$ cat src/rtl/burst_tx_pkg.sv
// Shared types for the burst word transmitter and its FIFO.
package burst_tx_pkg;

   typedef enum logic [1:0] {
      ST_IDLE = 2'd0,
      ST_SEND = 2'd1,
      ST_DONE = 2'd2
   } state_e;

endpackage

$ cat src/rtl/burst_tx_fifo.sv
// Synchronous FIFO with registered level/full; a write while full is accepted
// only if a pop frees a slot on the same edge, otherwise it is reported as dropped.
module burst_tx_fifo #(
   parameter int unsigned DATA_W = 8,
   parameter int unsigned DEPTH  = 8,
   parameter int unsigned CNT_W  = $clog2(DEPTH) + 1
) (
   input  logic              clk,
   input  logic              rst_n,
   input  logic              wr_en,
   input  logic [DATA_W-1:0] wr_data,
   input  logic              pop,
   output logic [DATA_W-1:0] rd_data,
   output logic              full,
   output logic              wr_drop,
   output logic [CNT_W-1:0]  level
);

   localparam int unsigned AW = $clog2(DEPTH);

   logic [DATA_W-1:0] mem_q [DEPTH];
   logic [AW-1:0]     wr_ptr_q, wr_ptr_d;
   logic [AW-1:0]     rd_ptr_q, rd_ptr_d;
   logic [CNT_W-1:0]  level_q, level_d;
   logic              full_q, full_d;
   logic              pop_ok;
   logic              push;

   assign pop_ok  = pop && (level_q != '0);
   assign push    = wr_en && (!full_q || pop_ok);
   assign wr_drop = wr_en && full_q && !pop_ok;

   always_comb begin
      wr_ptr_d = wr_ptr_q;
      rd_ptr_d = rd_ptr_q;
      level_d  = level_q;
      if (push) begin
         wr_ptr_d = wr_ptr_q + 1'b1;
      end
      if (pop_ok) begin
         rd_ptr_d = rd_ptr_q + 1'b1;
      end
      unique case ({push, pop_ok})
         2'b10:   level_d = level_q + CNT_W'(1);
         2'b01:   level_d = level_q - CNT_W'(1);
         default: level_d = level_q;
      endcase
      full_d = (level_d == CNT_W'(DEPTH));
   end

   always_ff @(posedge clk or negedge rst_n) begin
      if (!rst_n) begin
         wr_ptr_q <= '0;
         rd_ptr_q <= '0;
         level_q  <= '0;
         full_q   <= 1'b0;
      end else begin
         wr_ptr_q <= wr_ptr_d;
         rd_ptr_q <= rd_ptr_d;
         level_q  <= level_d;
         full_q   <= full_d;
      end
   end

   // Storage is not reset; the pointers define what is valid.
   always_ff @(posedge clk) begin
      if (push) begin
         mem_q[wr_ptr_q] <= wr_data;
      end
   end

   assign rd_data = mem_q[rd_ptr_q];
   assign full    = full_q;
   assign level   = level_q;

endmodule

$ cat src/rtl/burst_word_tx.sv
// Burst transmitter: snapshots FIFO occupancy on tx_enable and streams that many
// words over valid/ready. Optional even parity output with BURST_TX_PARITY_EN.
module burst_word_tx
   import burst_tx_pkg::*;
#(
   parameter int unsigned DATA_W = 8,
   parameter int unsigned DEPTH  = 8,
   parameter int unsigned CNT_W  = $clog2(DEPTH) + 1
) (
   input  logic              clk,
   input  logic              rst_n,
   input  logic              wr_en,
   input  logic [DATA_W-1:0] wr_data,
   output logic              full,
   output logic              overflow,
   input  logic              tx_enable,
   output logic [DATA_W-1:0] dout,
   output logic              dout_valid,
   input  logic              dout_ready,
`ifdef BURST_TX_PARITY_EN
   output logic              dout_par,
`endif
   output logic              done,
   output logic [CNT_W-1:0]  level
);

   state_e            state_q, state_d;
   logic [DATA_W-1:0] dout_q, dout_d;
   logic              valid_q, valid_d;
   logic              done_q, done_d;
   logic [CNT_W-1:0]  remaining_q, remaining_d;
   logic              overflow_q, overflow_d;
   logic              pop;
   logic              wr_drop;
   logic [DATA_W-1:0] rd_data;
   logic [CNT_W-1:0]  fifo_level;
`ifdef BURST_TX_PARITY_EN
   logic              par_q, par_d;
`endif

   burst_tx_fifo #(
      .DATA_W (DATA_W),
      .DEPTH  (DEPTH),
      .CNT_W  (CNT_W)
   ) u_fifo (
      .clk     (clk),
      .rst_n   (rst_n),
      .wr_en   (wr_en),
      .wr_data (wr_data),
      .pop     (pop),
      .rd_data (rd_data),
      .full    (full),
      .wr_drop (wr_drop),
      .level   (fifo_level)
   );

   always_comb begin
      state_d     = state_q;
      dout_d      = dout_q;
      valid_d     = valid_q;
      done_d      = 1'b0;
      remaining_d = remaining_q;
      overflow_d  = overflow_q | wr_drop;
      pop         = 1'b0;
      unique case (state_q)
         ST_IDLE: begin
            if (tx_enable && (fifo_level != '0)) begin
               remaining_d = fifo_level;
               pop         = 1'b1;
               dout_d      = rd_data;
               valid_d     = 1'b1;
               state_d     = ST_SEND;
            end
         end
         ST_SEND: begin
            if (valid_q && dout_ready) begin
               remaining_d = remaining_q - CNT_W'(1);
               if (remaining_q > CNT_W'(1)) begin
                  pop    = 1'b1;
                  dout_d = rd_data;
               end else begin
                  valid_d = 1'b0;
                  done_d  = 1'b1;
                  state_d = ST_DONE;
               end
            end
         end
         ST_DONE: begin
            state_d = ST_IDLE;
         end
         default: begin
            state_d = ST_IDLE;
            valid_d = 1'b0;
         end
      endcase
`ifdef BURST_TX_PARITY_EN
      par_d = pop ? ^rd_data : par_q;
`endif
   end

   always_ff @(posedge clk or negedge rst_n) begin
      if (!rst_n) begin
         state_q     <= ST_IDLE;
         dout_q      <= '0;
         valid_q     <= 1'b0;
         done_q      <= 1'b0;
         remaining_q <= '0;
         overflow_q  <= 1'b0;
`ifdef BURST_TX_PARITY_EN
         par_q       <= 1'b0;
`endif
      end else begin
         state_q     <= state_d;
         dout_q      <= dout_d;
         valid_q     <= valid_d;
         done_q      <= done_d;
         remaining_q <= remaining_d;
         overflow_q  <= overflow_d;
`ifdef BURST_TX_PARITY_EN
         par_q       <= par_d;
`endif
      end
   end

   assign dout       = dout_q;
   assign dout_valid = valid_q;
   assign done       = done_q;
   assign overflow   = overflow_q;
   assign level      = fifo_level;
`ifdef BURST_TX_PARITY_EN
   assign dout_par   = par_q;
`endif

endmodule

$ cat config.mk
export PLATFORM = sky130hd
export DESIGN_NAME = burst_word_tx
export DESIGN_NICKNAME = d
export VERILOG_FILES = /design/src/rtl/burst_tx_pkg.sv /design/src/rtl/burst_tx_fifo.sv /design/src/rtl/burst_word_tx.sv
export SDC_FILE = /design/constraint.sdc
export NUM_CORES = 1
export LEC_CHECK = 0
export ABC_AREA = 1
export BUFFER_PORTS_ARGS = -buffer_cell sky130_fd_sc_hd__buf_2
export CAP_MARGIN = 20
export CORE_ASPECT_RATIO = 0.5
export CORE_MARGIN = 2
export CORE_UTILIZATION = 43
export DETAILED_ROUTE_END_ITERATION = 8
export GPL_TIMING_DRIVEN = 0
export HOLD_SLACK_MARGIN = 0.03
export PLACE_DENSITY_LB_ADDON = 0.1
export SYNTH_ARGS = -nofsm -noshare
export SYNTH_HDL_FRONTEND = slang
export SYNTH_HIERARCHICAL = 1
export SYNTH_SLANG_ARGS = --single-unit
$ cat constraint.sdc
create_clock -name clk -period 5.4 [get_ports clk]
set_input_delay 0.81 -clock clk [delete_from_list [all_inputs] [get_ports clk]]
set_output_delay 0.81 -clock clk [all_outputs]
set_load 0.05 [all_outputs]
==> summary.md, run 1 <==
| Metric | Value |
|---|---|
| Sequential Area | `2620 sq um` |
| Slowest stage delay, CP | `0.40 ns` |
| Period utilization | `0.555` |
| Fin. max-slew vios | `0` |
| CTS clk-pin slew, worst paths | `0.07 ns` |
| Maximum number of pins on one net before global-route repair | `29` |
| Max-cap violations | `0` |
| Sequential-to-total area share from yosys stat | `0.649` |
| Pre-CTS setup slack | `2.40 ns` |
| Data arrival time of the worst path | `3.26 ns` |
| Critical Path End Type | `register` |
| Initial core utilization | `0.453` |
| Setup TNS | `0 ns` |
| ANT nets after route | `0` |
| P_leak | `0.00194 uW` |
| Mapped Area | `4040 sq um` |
| Post-CTS Setup Bufs | `0` |
| Pre-antenna DRT Iters | `5` |
| Vias in the first global route | `2685` |
| Hold_ws | `0.476 ns` |
| Clock Tree Root | `clkbuf_16` |
| Outcome | `complete, no violations` |
| CTS Buf Count | `9` |
| Die area | `10200 sq um` |
| Combinational Power Share | `0.428` |
| Min Tclk post-route | `3.00 ns` |
| Commonest non-fill, non-tap cells in the layout | `nand2_1, edfxtp_1, nor2_1` |
| Sw power | `1290 uW` |
| Slew HR | `0.446` |
| FP Rows | `24` |
| Die H | `72.6 microns` |
| Hold Path Sink | `overflow` |
| Max VDD drop | `0.000190 V` |
| Kind of critical path | `register to register` |
| H-tree Lvls | `3` |
| Fillers | `786` |
| CTS Buffer Depth | `2` |
| Maximum clock frequency | `333 MHz` |
| Post-synth top area cell | `edfxtp_1` |
| DPL Wire Length | `6.10 mm` |
| Synth top area share | `0.475` |
| CTS tree | `done` |
| Number of cells on the worst reg-to-reg path | `17` |
| Sw Ratio | `0.428` |
| Total grt overflow | `0` |
| Yosys warning total | `6` |
| # resized after CTS | `0` |
| Worst-Skew Late Latency | `0.33 ns` |
| First-pass GRT wire length | `13.6 mm` |
| Slew at the pin with the worst max-slew slack | `0.828 ns` |
| Reg2reg start | `remaining_q[0]` |
| Area Growth Syn to Fin | `15.0%` |
| Hold Buf Count CTS | `0` |
| Share of layout cells above drive strength 1 | `0.181` |
| RD Place Congestion | `0.800` |
| Reg2reg end | `u_fifo/full` |
| Distinct cells, synth | `30` |
| Total track usage | `0.180` |
| Worst Min Path Start | `overflow` |
| CP Launch Type | `register` |
| Post-synthesis register bit count | `92` |
| Clock power share | `0.221` |
| Nets | `442` |
| Flop2flop setup slack | `2.40 ns` |
| Worst Hold Depth | `1` |
| Area of the multi-input gates | `1280 sq um` |
| Vias per cell | `5.06` |
| P_int | `1730 uW` |
| Clk_skew | `0.00699 ns` |
| Flop pwr share | `0.351` |
| First-iteration detailed-routing DRC count | `212` |
| Final Hold Fails | `0` |
| Routed Wire Length | `8.57 mm` |
| Avg WL per Cell | `15.8 microns` |
| DRC viols | `0` |
| Crit-path cells | `inv_1 -> ha_1 -> o21ai_2 -> nand3b_4 -> nand2_4 -> nand2_4 -> inv_1 -> ha_1 -> inv_1 -> nand2_1 -> nand2_1 -> ha_1 -> a21oi_1 -> nor2_1 -> o21ai_2 -> nand3_1 -> nor2_1` |
| Initial antenna violation count | `0` |
| I/O pins | `29` |
| HP Class | `register to register` |
| PD cells | `650 nW/um^2` |
| Most common cell after layout, fill and taps aside | `nand2_1` |
| CP max-delay cell | `dfrtp_1` |
| Input/output buffers | `28` |
| Die Wd | `141 microns` |
| Core area | `8920 sq um` |
| # setup viols final | `0` |
| RSZ-0062 raised after global routing | `no` |
| Mean post-synth cell area | `10.6 sq um` |
| CP Data Required Time | `5.66 ns` |
| Cells after Synth | `383` |
| Setup slack after layout | `2.40 ns` |
| Syn Nets | `403` |
| Synth top area cells | `edfxtp_1, dfrtp_1, nand2_1, nor2_1, o21ai_0` |
| Routed vias | `2747` |
| CP max FO | `9` |
| Ant diodes | `0` |
| Clock sink count | `92` |
==> cell families (layout without fill, tap and decap cells) <==
family / count (synthesis) / after routing / synth area share
AOI/OAI and AO/OA: 61 / 61 / 0.0804
xor gates and xnor gates: 6 / 6 / 0.0130
DFF: 92 / 92 / 0.649
adders and majority gates: 7 / 7 / 0.0217
buffers and inverters: 32 / 75 / 0.0353
and+or+nand+nor: 185 / 185 / 0.201
==> worst max-delay path, delay by kind of cell (launching register included) <==
family / cells / cell delay [ns]
simple gates: 8 / 0.89
flops: 1 / 0.40
compound gates: 3 / 0.60
fa+ha+maj: 3 / 0.73
buf+inv: 3 / 0.32
==> worst max path at each step <==
stage | startpoint | endpoint | cells past startpoint
final | remaining_q[0] | u_fifo/full | 17
after global routing | remaining_q[0] | u_fifo/full | 17
after CTS | remaining_q[0] | u_fifo/full | 17
after detailed placement | dout_ready | u_fifo/full | 16
after global placement | dout_ready | u_fifo/full | 16
after floorplan | dout_ready | u_fifo/full | 16
==> sequential cells by signal (all words and copies together) (netlist names) <==
register and count:
u_fifo/full 1, state_q 2, u_fifo/rd_ptr_q 3, dout_valid 1, done 1, overflow 1
u_fifo/mem_q 64, remaining_q 4, dout 8, u_fifo/wr_ptr_q 3, u_fifo/level 4
==> metal layers <==
layer | GRT usage | routed length, microns | part of all wire
met1 | 0.232 | 4030 | 0.47
met2 | 0.304 | 4070 | 0.47
met3 | 0.0499 | 406 | 0.047
met4 | 0.0489 | 57 | 0.0067
met5 | 0 | 0 | 0
==> metrics by stage <==
| step | util | power (uW) | instances | area (sq um) |
|---|---|---|---|---|
| 5_1_grt | 0.522 | 3230 | 543 | 4650 |
| 3_3_place_gp | 0.486 | 2310 | 528 | 4330 |
| 6_report | 0.522 | 3020 | 543 | 4650 |
| 3_5_place_dp | 0.486 | 2360 | 528 | 4330 |
| 2_1_floorplan | - | 2010 | 383 | 4040 |
| 4_1_cts | 0.522 | 3040 | 543 | 4650 |
==> cell type report <==
| cell class | instances | area share |
|---|---|---|
| clock inverters | 6 | 0.0207 |
| multi-input cells | 259 | 0.275 |
| plain buffers | 9 | 0.0121 |
| clock buffers | 9 | 0.0484 |
| repair buffers | 28 | 0.0301 |
| well taps | 117 | 0.0315 |
| inverters | 23 | 0.0186 |
| flip-flops and latches | 92 | 0.564 |
==> synthesized netlist by cell type (all sizes together) <==
library cell,instances
nand2,93
nor2,67
edfxtp,64
o21ai,40
dfrtp,28
inv,22
nand3,18
a21oi,12
buf,9
a31oi,8
ha,7
xor2,4
or2,3
nor3,2
xnor2,2
and2,1
clkinv,1
nand3b,1
o21bai,1
==> power by group through the flow <==
stage | combinational (uW) | clock, uW | sequential, uW
after global routing | 1430 | 718 | 1080
after global placement | 1240 | 0 | 1070
final | 1290 | 669 | 1060
after detailed placement | 1290 | 0 | 1070
after CTS | 1290 | 685 | 1060
after floorplan | 776 | 0 | 1230
Power figures use the tool's default switching activity.
==> run 2: changes to the inputs <==
==> constraint.sdc (replaced) <==
create_clock -name clk -period 2.8 [get_ports clk]
set_input_delay 0.42 -clock clk [delete_from_list [all_inputs] [get_ports clk]]
set_output_delay 0.42 -clock clk [all_outputs]
set_load 0.05 [all_outputs]
==> run 2 against run 1 <==
  * Flip-flop and latch count unchanged
  * Sequential power up 92%
  * Clock skew about the same
  * Non-clock buffer count up 3
  * Hold slack worse by 0.38 ns
  * Final area up 1.2%
  * Final cell count up 0.55%
  * Critical path type unchanged
  * Largest power group unchanged
==> summary.md, run 2 (synthesized netlist as in run 1, its figures left out) <==
| Metric | Value |
|---|---|
| Total track usage | `0.179 (about the same)` |
| Max VDD drop | `0.000373 V (+96%)` |
| Kind of critical path | `register to register` |
| Pre-CTS setup slack | `-0.150 ns (-2.55 ns)` |
| Fin. max-slew vios | `0 (unchanged)` |
| FP Rows | `24 (unchanged)` |
| Critical Path End Type | `register` |
| ANT nets after route | `0 (unchanged)` |
| Avg WL per Cell | `15.9 microns (+0.81%)` |
| Initial core utilization | `0.453 (unchanged)` |
| Die Wd | `141 microns (unchanged)` |
| First-pass GRT wire length | `13.6 mm (-0.25%)` |
| Commonest non-fill, non-tap cells in the layout | `nand2_1, edfxtp_1, nor2_1` |
| Biggest register | `u_fifo/mem_q` |
| First-iteration detailed-routing DRC count | `220 (+3.8%)` |
| Slew HR | `0.455 (+0.00870)` |
| Vias per cell | `5.09 (+0.65%)` |
| Reg2reg end | `u_fifo/full` |
| Clock Tree Root | `clkbuf_16` |
| CP Data Required Time | `3.07 ns (-2.59 ns)` |
| Vias in the first global route | `2677 (-0.30%)` |
| I/O pins | `29 (unchanged)` |
| RD Place Congestion | `0.800 (unchanged)` |
| Ant diodes | `0 (unchanged)` |
| H-tree Lvls | `3 (unchanged)` |
| Routed Wire Length | `8.68 mm (+1.4%)` |
| Max-cap violations | `0 (unchanged)` |
| Share of layout cells above drive strength 1 | `0.196 (+0.0151)` |
| Pre-antenna DRT Iters | `4 (-1)` |
| Period utilization | `0.937 (+0.382)` |
| Outcome | `complete, no violations` |
| Min Tclk post-route | `2.62 ns (-0.375 ns)` |
| CP max FO | `9 (unchanged)` |
| Slew at the pin with the worst max-slew slack | `0.815 ns (-0.0130 ns)` |
| Data arrival time of the worst path | `2.89 ns (-0.37 ns)` |
| Area Growth Syn to Fin | `16.5%` |
| Final non-filler cell total | `546 (+0.55%)` |
| Number of cells on the worst reg-to-reg path | `18 (+1)` |
| Hold Buf Count CTS | `0 (unchanged)` |
| Number of flip-flops in the largest register | `64 (unchanged)` |
| Routed vias | `2780 (+1.2%)` |
| Total grt overflow | `0 (unchanged)` |
| Final Hold Fails | `0 (unchanged)` |
| CTS Buf Count | `9 (unchanged)` |
| Core area | `8920 sq um (unchanged)` |
| Clk_skew | `0.00656 ns (-0.000429 ns)` |
| Reg2reg start | `remaining_q[0]` |
| Setup slack after layout | `0.176 ns (-2.23 ns)` |
| CTS tree | `done` |
| Setup TNS | `0 ns (unchanged)` |
| Die area | `10200 sq um (unchanged)` |
| HP Class | `primary input to asynchronous set/reset pin` |
| CP Launch Type | `register` |
| Maximum clock frequency | `381 MHz (+14%)` |
| Die H | `72.6 microns (unchanged)` |
| CTS clk-pin slew, worst paths | `0.06 ns (about the same)` |
| # setup viols final | `0 (unchanged)` |
| DP Cell Count | `528 (unchanged)` |
| Input/output buffers | `28 (unchanged)` |
| Nets | `445 (+0.68%)` |
| DPL Wire Length | `6.10 mm (unchanged)` |
| P_leak | `0.00195 uW (+0.66%)` |
| PD cells | `1260 nW/um^2 (+94%)` |
| CTS Buffer Depth | `2 (unchanged)` |
| Clock sink count | `92 (unchanged)` |
| Fillers | `777 (-1.1%)` |
| Flop2flop setup slack | `0.18 ns (-2.23 ns)` |
| DRC viols | `0 (unchanged)` |
| Most common cell after layout, fill and taps aside | `nand2_1` |
| Worst-Skew Late Latency | `0.34 ns (about the same)` |
| Initial antenna violation count | `0 (unchanged)` |
| Maximum number of pins on one net before global-route repair | `29 (unchanged)` |
## run 2: worst max-delay path, cell delays in order, from the launching register on
cell,delay (ns)
dfrtp_1,0.39
inv_1,0.09
ha_2,0.22
o21ai_4,0.22
nand3b_4,0.15
nand2_8,0.12
nand2_4,0.08
nand2_4,0.08
nand2_4,0.08
ha_4,0.18
inv_1,0.05
nand2_1,0.05
nand2_1,0.10
ha_1,0.23
nand2_1,0.06
o21ai_0,0.11
nor2_1,0.12
nand3_1,0.09
nor2_1,0.12
## run 2: cell type report
class / count / area (sq um) / share of cell area
inverter: 23 / 86.3 / 0.0183
clock buffer: 9 / 225 / 0.0478
timing repair buffer: 31 / 163 / 0.0345
buffer: 9 / 56.3 / 0.0120
sequential: 92 / 2620 / 0.557
tap: 117 / 146 / 0.0311
multi-input combinational: 259 / 1310 / 0.279
clock inverter: 6 / 96.3 / 0.0205
## run 2: layer usage
metal	up-vias	global-route usage	wire length (microns)
met1	1349	0.232	4200
met5	-	0	0
met3	10	0.0499	265
li1	1382	-	-
met4	0	0.0489	96
met2	39	0.304	4120
## run 2: metrics by stage
| stage | total power [uW] | area, sq um | utilization | hold WS [ns] |
|---|---|---|---|---|
| finish | 5920 | 4710 | 0.528 | 0.0951 |
| global route | 6320 | 4710 | 0.528 | 0.147 |
| CTS | 5890 | 4670 | 0.524 | 0.119 |
| detailed placement | 4550 | 4330 | 0.486 | 0.462 |
| global placement | 4460 | 4330 | 0.486 | 0.444 |
| floorplan | 3870 | 4040 | - | 0.124 |
## run 2: worst max path at each step
stage | startpoint | end | cells past startpoint
final | remaining_q[0] | u_fifo/full | 18
after global routing | remaining_q[0] | u_fifo/full | 18
after CTS | remaining_q[0] | u_fifo/full | 17
after detailed placement | remaining_q[0] | u_fifo/full | 17
after global placement | remaining_q[0] | u_fifo/full | 17
after floorplan | dout_valid | u_fifo/full | 16
## run 2: timing repair
item,in CTS,in global routing
buffers inserted,0,3
cloned,0,0
pin swaps,1,2
gates resized for setup,4,3
setup endpoints to repair,2,34
## run 2: power breakdown
group	internal (uW)	switching, uW	leakage, uW
logic	793	1790	0.000878
clock network	787	508	0.000154
registers	1800	244	0.000919
==> run 3: changes to the inputs <==
--- a/config.mk
+++ b/config.mk
@@ -14,7 +14,6 @@
 export DETAILED_ROUTE_END_ITERATION = 8
 export GPL_TIMING_DRIVEN = 0
 export HOLD_SLACK_MARGIN = 0.03
-export PLACE_DENSITY_LB_ADDON = 0.1
 export SYNTH_ARGS = -nofsm -noshare
 export SYNTH_HDL_FRONTEND = slang
 export SYNTH_HIERARCHICAL = 1
==> run 3 against run 2 <==
  * Flip-flop and latch count stayed put
  * Final cell count up 0.55%
  * Clock power is 14% lower
  * Sequential share of layout area rose by 0.39 points
  * Highest routed layer unchanged
  * Final area shrank 0.69%
  * Clock-buffer cell count rose by 1
  * Critical path depth is 1 lower
  * Register-to-register slack hardly changed
  * Die area is the same
  * Via count is 0.68% higher
  * Combinational power hardly changed
==> summary.md, run 3 (synthesized netlist as in run 1, its figures left out) <==
| Metric | Value |
|---|---|
| First-iteration detailed-routing DRC count | `262 (+19%)` |
| Worst path most repeated cell | `nand2_4` |
| Worst-Skew Late Latency | `0.33 ns (about the same)` |
| CTS clk-pin slew, worst paths | `0.06 ns (about the same)` |
| P_leak | `0.00194 uW (-0.78%)` |
| Area of the multi-input gates | `1310 sq um (-0.29%)` |
| Data arrival time of the worst path | `2.90 ns (about the same)` |
| Most common cell after layout, fill and taps aside | `nand2_1` |
| Slew at the pin with the worst max-slew slack | `0.828 ns (+0.0131 ns)` |
| Clock sink count | `92 (unchanged)` |
| Crit-path cells | `buf_4 -> ha_1 -> o21ai_4 -> nand3b_4 -> nand2_8 -> nand2_4 -> nand2_4 -> nand2_4 -> ha_4 -> nand2_1 -> nand2_1 -> ha_1 -> a21oi_1 -> nor2_1 -> o21ai_2 -> nand3_1 -> nor2_1` |
| Kind of critical path | `register to register` |
| CTS tree | `done` |
| Slew HR | `0.446 (-0.00876)` |
| Max VDD drop | `0.000431 V (+16%)` |
| Slowest stage delay, CP | `0.41 ns (+0.02 ns)` |
| Initial core utilization | `0.453 (unchanged)` |
| WP buf/inv | `1 (-1)` |
| H-tree Lvls | `3 (unchanged)` |
| Fillers | `759 (-2.3%)` |
| Final non-filler cell total | `549 (+0.55%)` |
| CP Data Required Time | `3.07 ns (about the same)` |
| Max-cap violations | `0 (unchanged)` |
| Maximum number of pins on one net before global-route repair | `29 (unchanged)` |
| Die H | `72.6 microns (unchanged)` |
| First-pass GRT wire length | `13.6 mm (+0.20%)` |
| DRC viols | `0 (unchanged)` |
| Clock Tree Root | `clkbuf_16` |
| Min Tclk post-route | `2.63 ns (+0.00538 ns)` |
| Biggest register | `u_fifo/mem_q` |
| Vias per cell | `5.10 (+0.13%)` |
| Maximum clock frequency | `380 MHz (-0.20%)` |
| Core area | `8920 sq um (unchanged)` |
| Nets | `447 (+0.45%)` |
| CP max-delay cell | `dfrtp_1` |
| Pre-antenna DRT Iters | `5 (+1)` |
| ANT nets after route | `0 (unchanged)` |
| Fin. max-slew vios | `0 (unchanged)` |
| Initial antenna violation count | `0 (unchanged)` |
| Critical Path End Type | `register` |
| Crit-path leading delay family | `simple AND/OR/NAND/NOR gates` |
| RD Place Congestion | `0.796 (-0.54%)` |
| Number of cells on the worst reg-to-reg path | `17 (-1)` |
| Final Hold Fails | `0 (unchanged)` |
| CTS Buf Count | `9 (unchanged)` |
| Tot Pwr | `5770 uW (-2.6%)` |
| HP Class | `primary input to asynchronous set/reset pin` |
| I/O pins | `29 (unchanged)` |
| Die area | `10200 sq um (unchanged)` |
| Routed vias | `2799 (+0.68%)` |
| CP Launch Type | `register` |
| CTS Buffer Depth | `2 (unchanged)` |
| Period utilization | `0.939 (+0.00192)` |
| Outcome | `complete, no violations` |
| Number of flip-flops in the largest register | `64 (unchanged)` |
| Sequential Area | `2620 sq um (unchanged)` |
| Worst path depth | `17 (-1)` |
| CP max FO | `6 (-3)` |
| Routed Wire Length | `8.67 mm (-0.20%)` |
| Clk_skew | `0.00741 ns (+0.000842 ns)` |
| Die Wd | `141 microns (unchanged)` |
| Total track usage | `0.179 (-0.000626)` |
| Share of layout cells above drive strength 1 | `0.197 (+0.000955)` |
| Area Growth Syn to Fin | `15.7%` |
| FP Rows | `24 (unchanged)` |
| Vias in the first global route | `2672 (-0.19%)` |
| DPL Wire Length | `5.96 mm (-2.4%)` |
| # setup viols final | `0 (unchanged)` |
| Input/output buffers | `28 (unchanged)` |
| Avg WL per Cell | `15.8 microns (-0.74%)` |
| Ant diodes | `0 (unchanged)` |
| PD cells | `1230 nW/um^2 (-1.9%)` |
| DP Cell Count | `528 (unchanged)` |
| Commonest non-fill, non-tap cells in the layout | `nand2_1, edfxtp_1, nor2_1` |
| Total grt overflow | `0 (unchanged)` |
==> run 3: cell count changes in the layout (fill, tap and decap cells not counted), sizes merged <==
| cell | delta |
|---|---|
| bufinv | -2 |
| clkbuf | +1 |
| clkinvlp | +1 |
| buf | +2 |
| inv | +1 |
==> run 3: report_power, final <==
part           leakage (uW)  switching (uW)  internal, uW
clock              0.000130             507           609
sequential         0.000919             250          1800
combinational      0.000887            1780           818
==> run 3: what timing repair did <==
action / CTS / global route
hold endpoints to repair: 0 / 0
hold buffers: 0 / 0
buffers inserted: 0 / 5
pin swaps: 1 / 4
gates resized for setup: 3 / 5
endpoints found under the setup margin: 2 / 34
cloned: 0 / 0
==> run 3: layout make-up <==
cell class | count | area share
Inverter | 23 | 0.0190
Multi-Input combinational cell | 259 | 0.280
Timing Repair Buffer | 33 | 0.0380
Sequential cell | 92 | 0.561
Tap cell | 117 | 0.0313
Buffer | 9 | 0.0120
Clock inverter | 6 | 0.00990
Clock buffer | 10 | 0.0490
==> run 3: worst reg2reg max path, delay by kind of cell, from the launching register on <==
kind / cells / cell delay [ns]
compound gates: 3 / 0.51
fa+ha+maj: 3 / 0.60
buf+inv: 1 / 0.15
flops: 1 / 0.41
simple gates: 10 / 0.89
==> run 3: worst paths after layout <==
check	slack [ns]	to	from
max reg2reg	0.17	u_fifo/full	remaining_q[0]
min reg2reg	0.47	overflow	overflow
min in group clk	0.37	u_fifo/mem_q[4][5]	wr_data[5]
max	0.17	u_fifo/full	remaining_q[0]
min	0.11	remaining_q[1]	rst_n
max in group asynchronous	2.26	dout[2]	rst_n
==> run 3: stage by stage <==
stage          instance area, sq um   TNS [ns]  worst slack (ns)  hold WS (ns)   util
6_report                       4680          0             0.170         0.107  0.524
4_1_cts                        4620          0            0.0183         0.122  0.518
2_1_floorplan                  4040          0             0.267         0.124      -
3_3_place_gp                   4330    -0.0148           -0.0148         0.444  0.486
3_5_place_dp                   4330     -0.202            -0.133         0.447  0.486
5_1_grt                        4680  -0.000584         -0.000584         0.150  0.524
==> run 3: layer usage <==
metal	vias up	GRT usage	share of wire	wire, microns
met4	0	0.0700	0.018	155
met3	13	0.0446	0.046	403
li1	1376	-	-	-
met1	1341	0.229	0.45	3940
met5	-	0	0	0
met2	69	0.299	0.48	4170
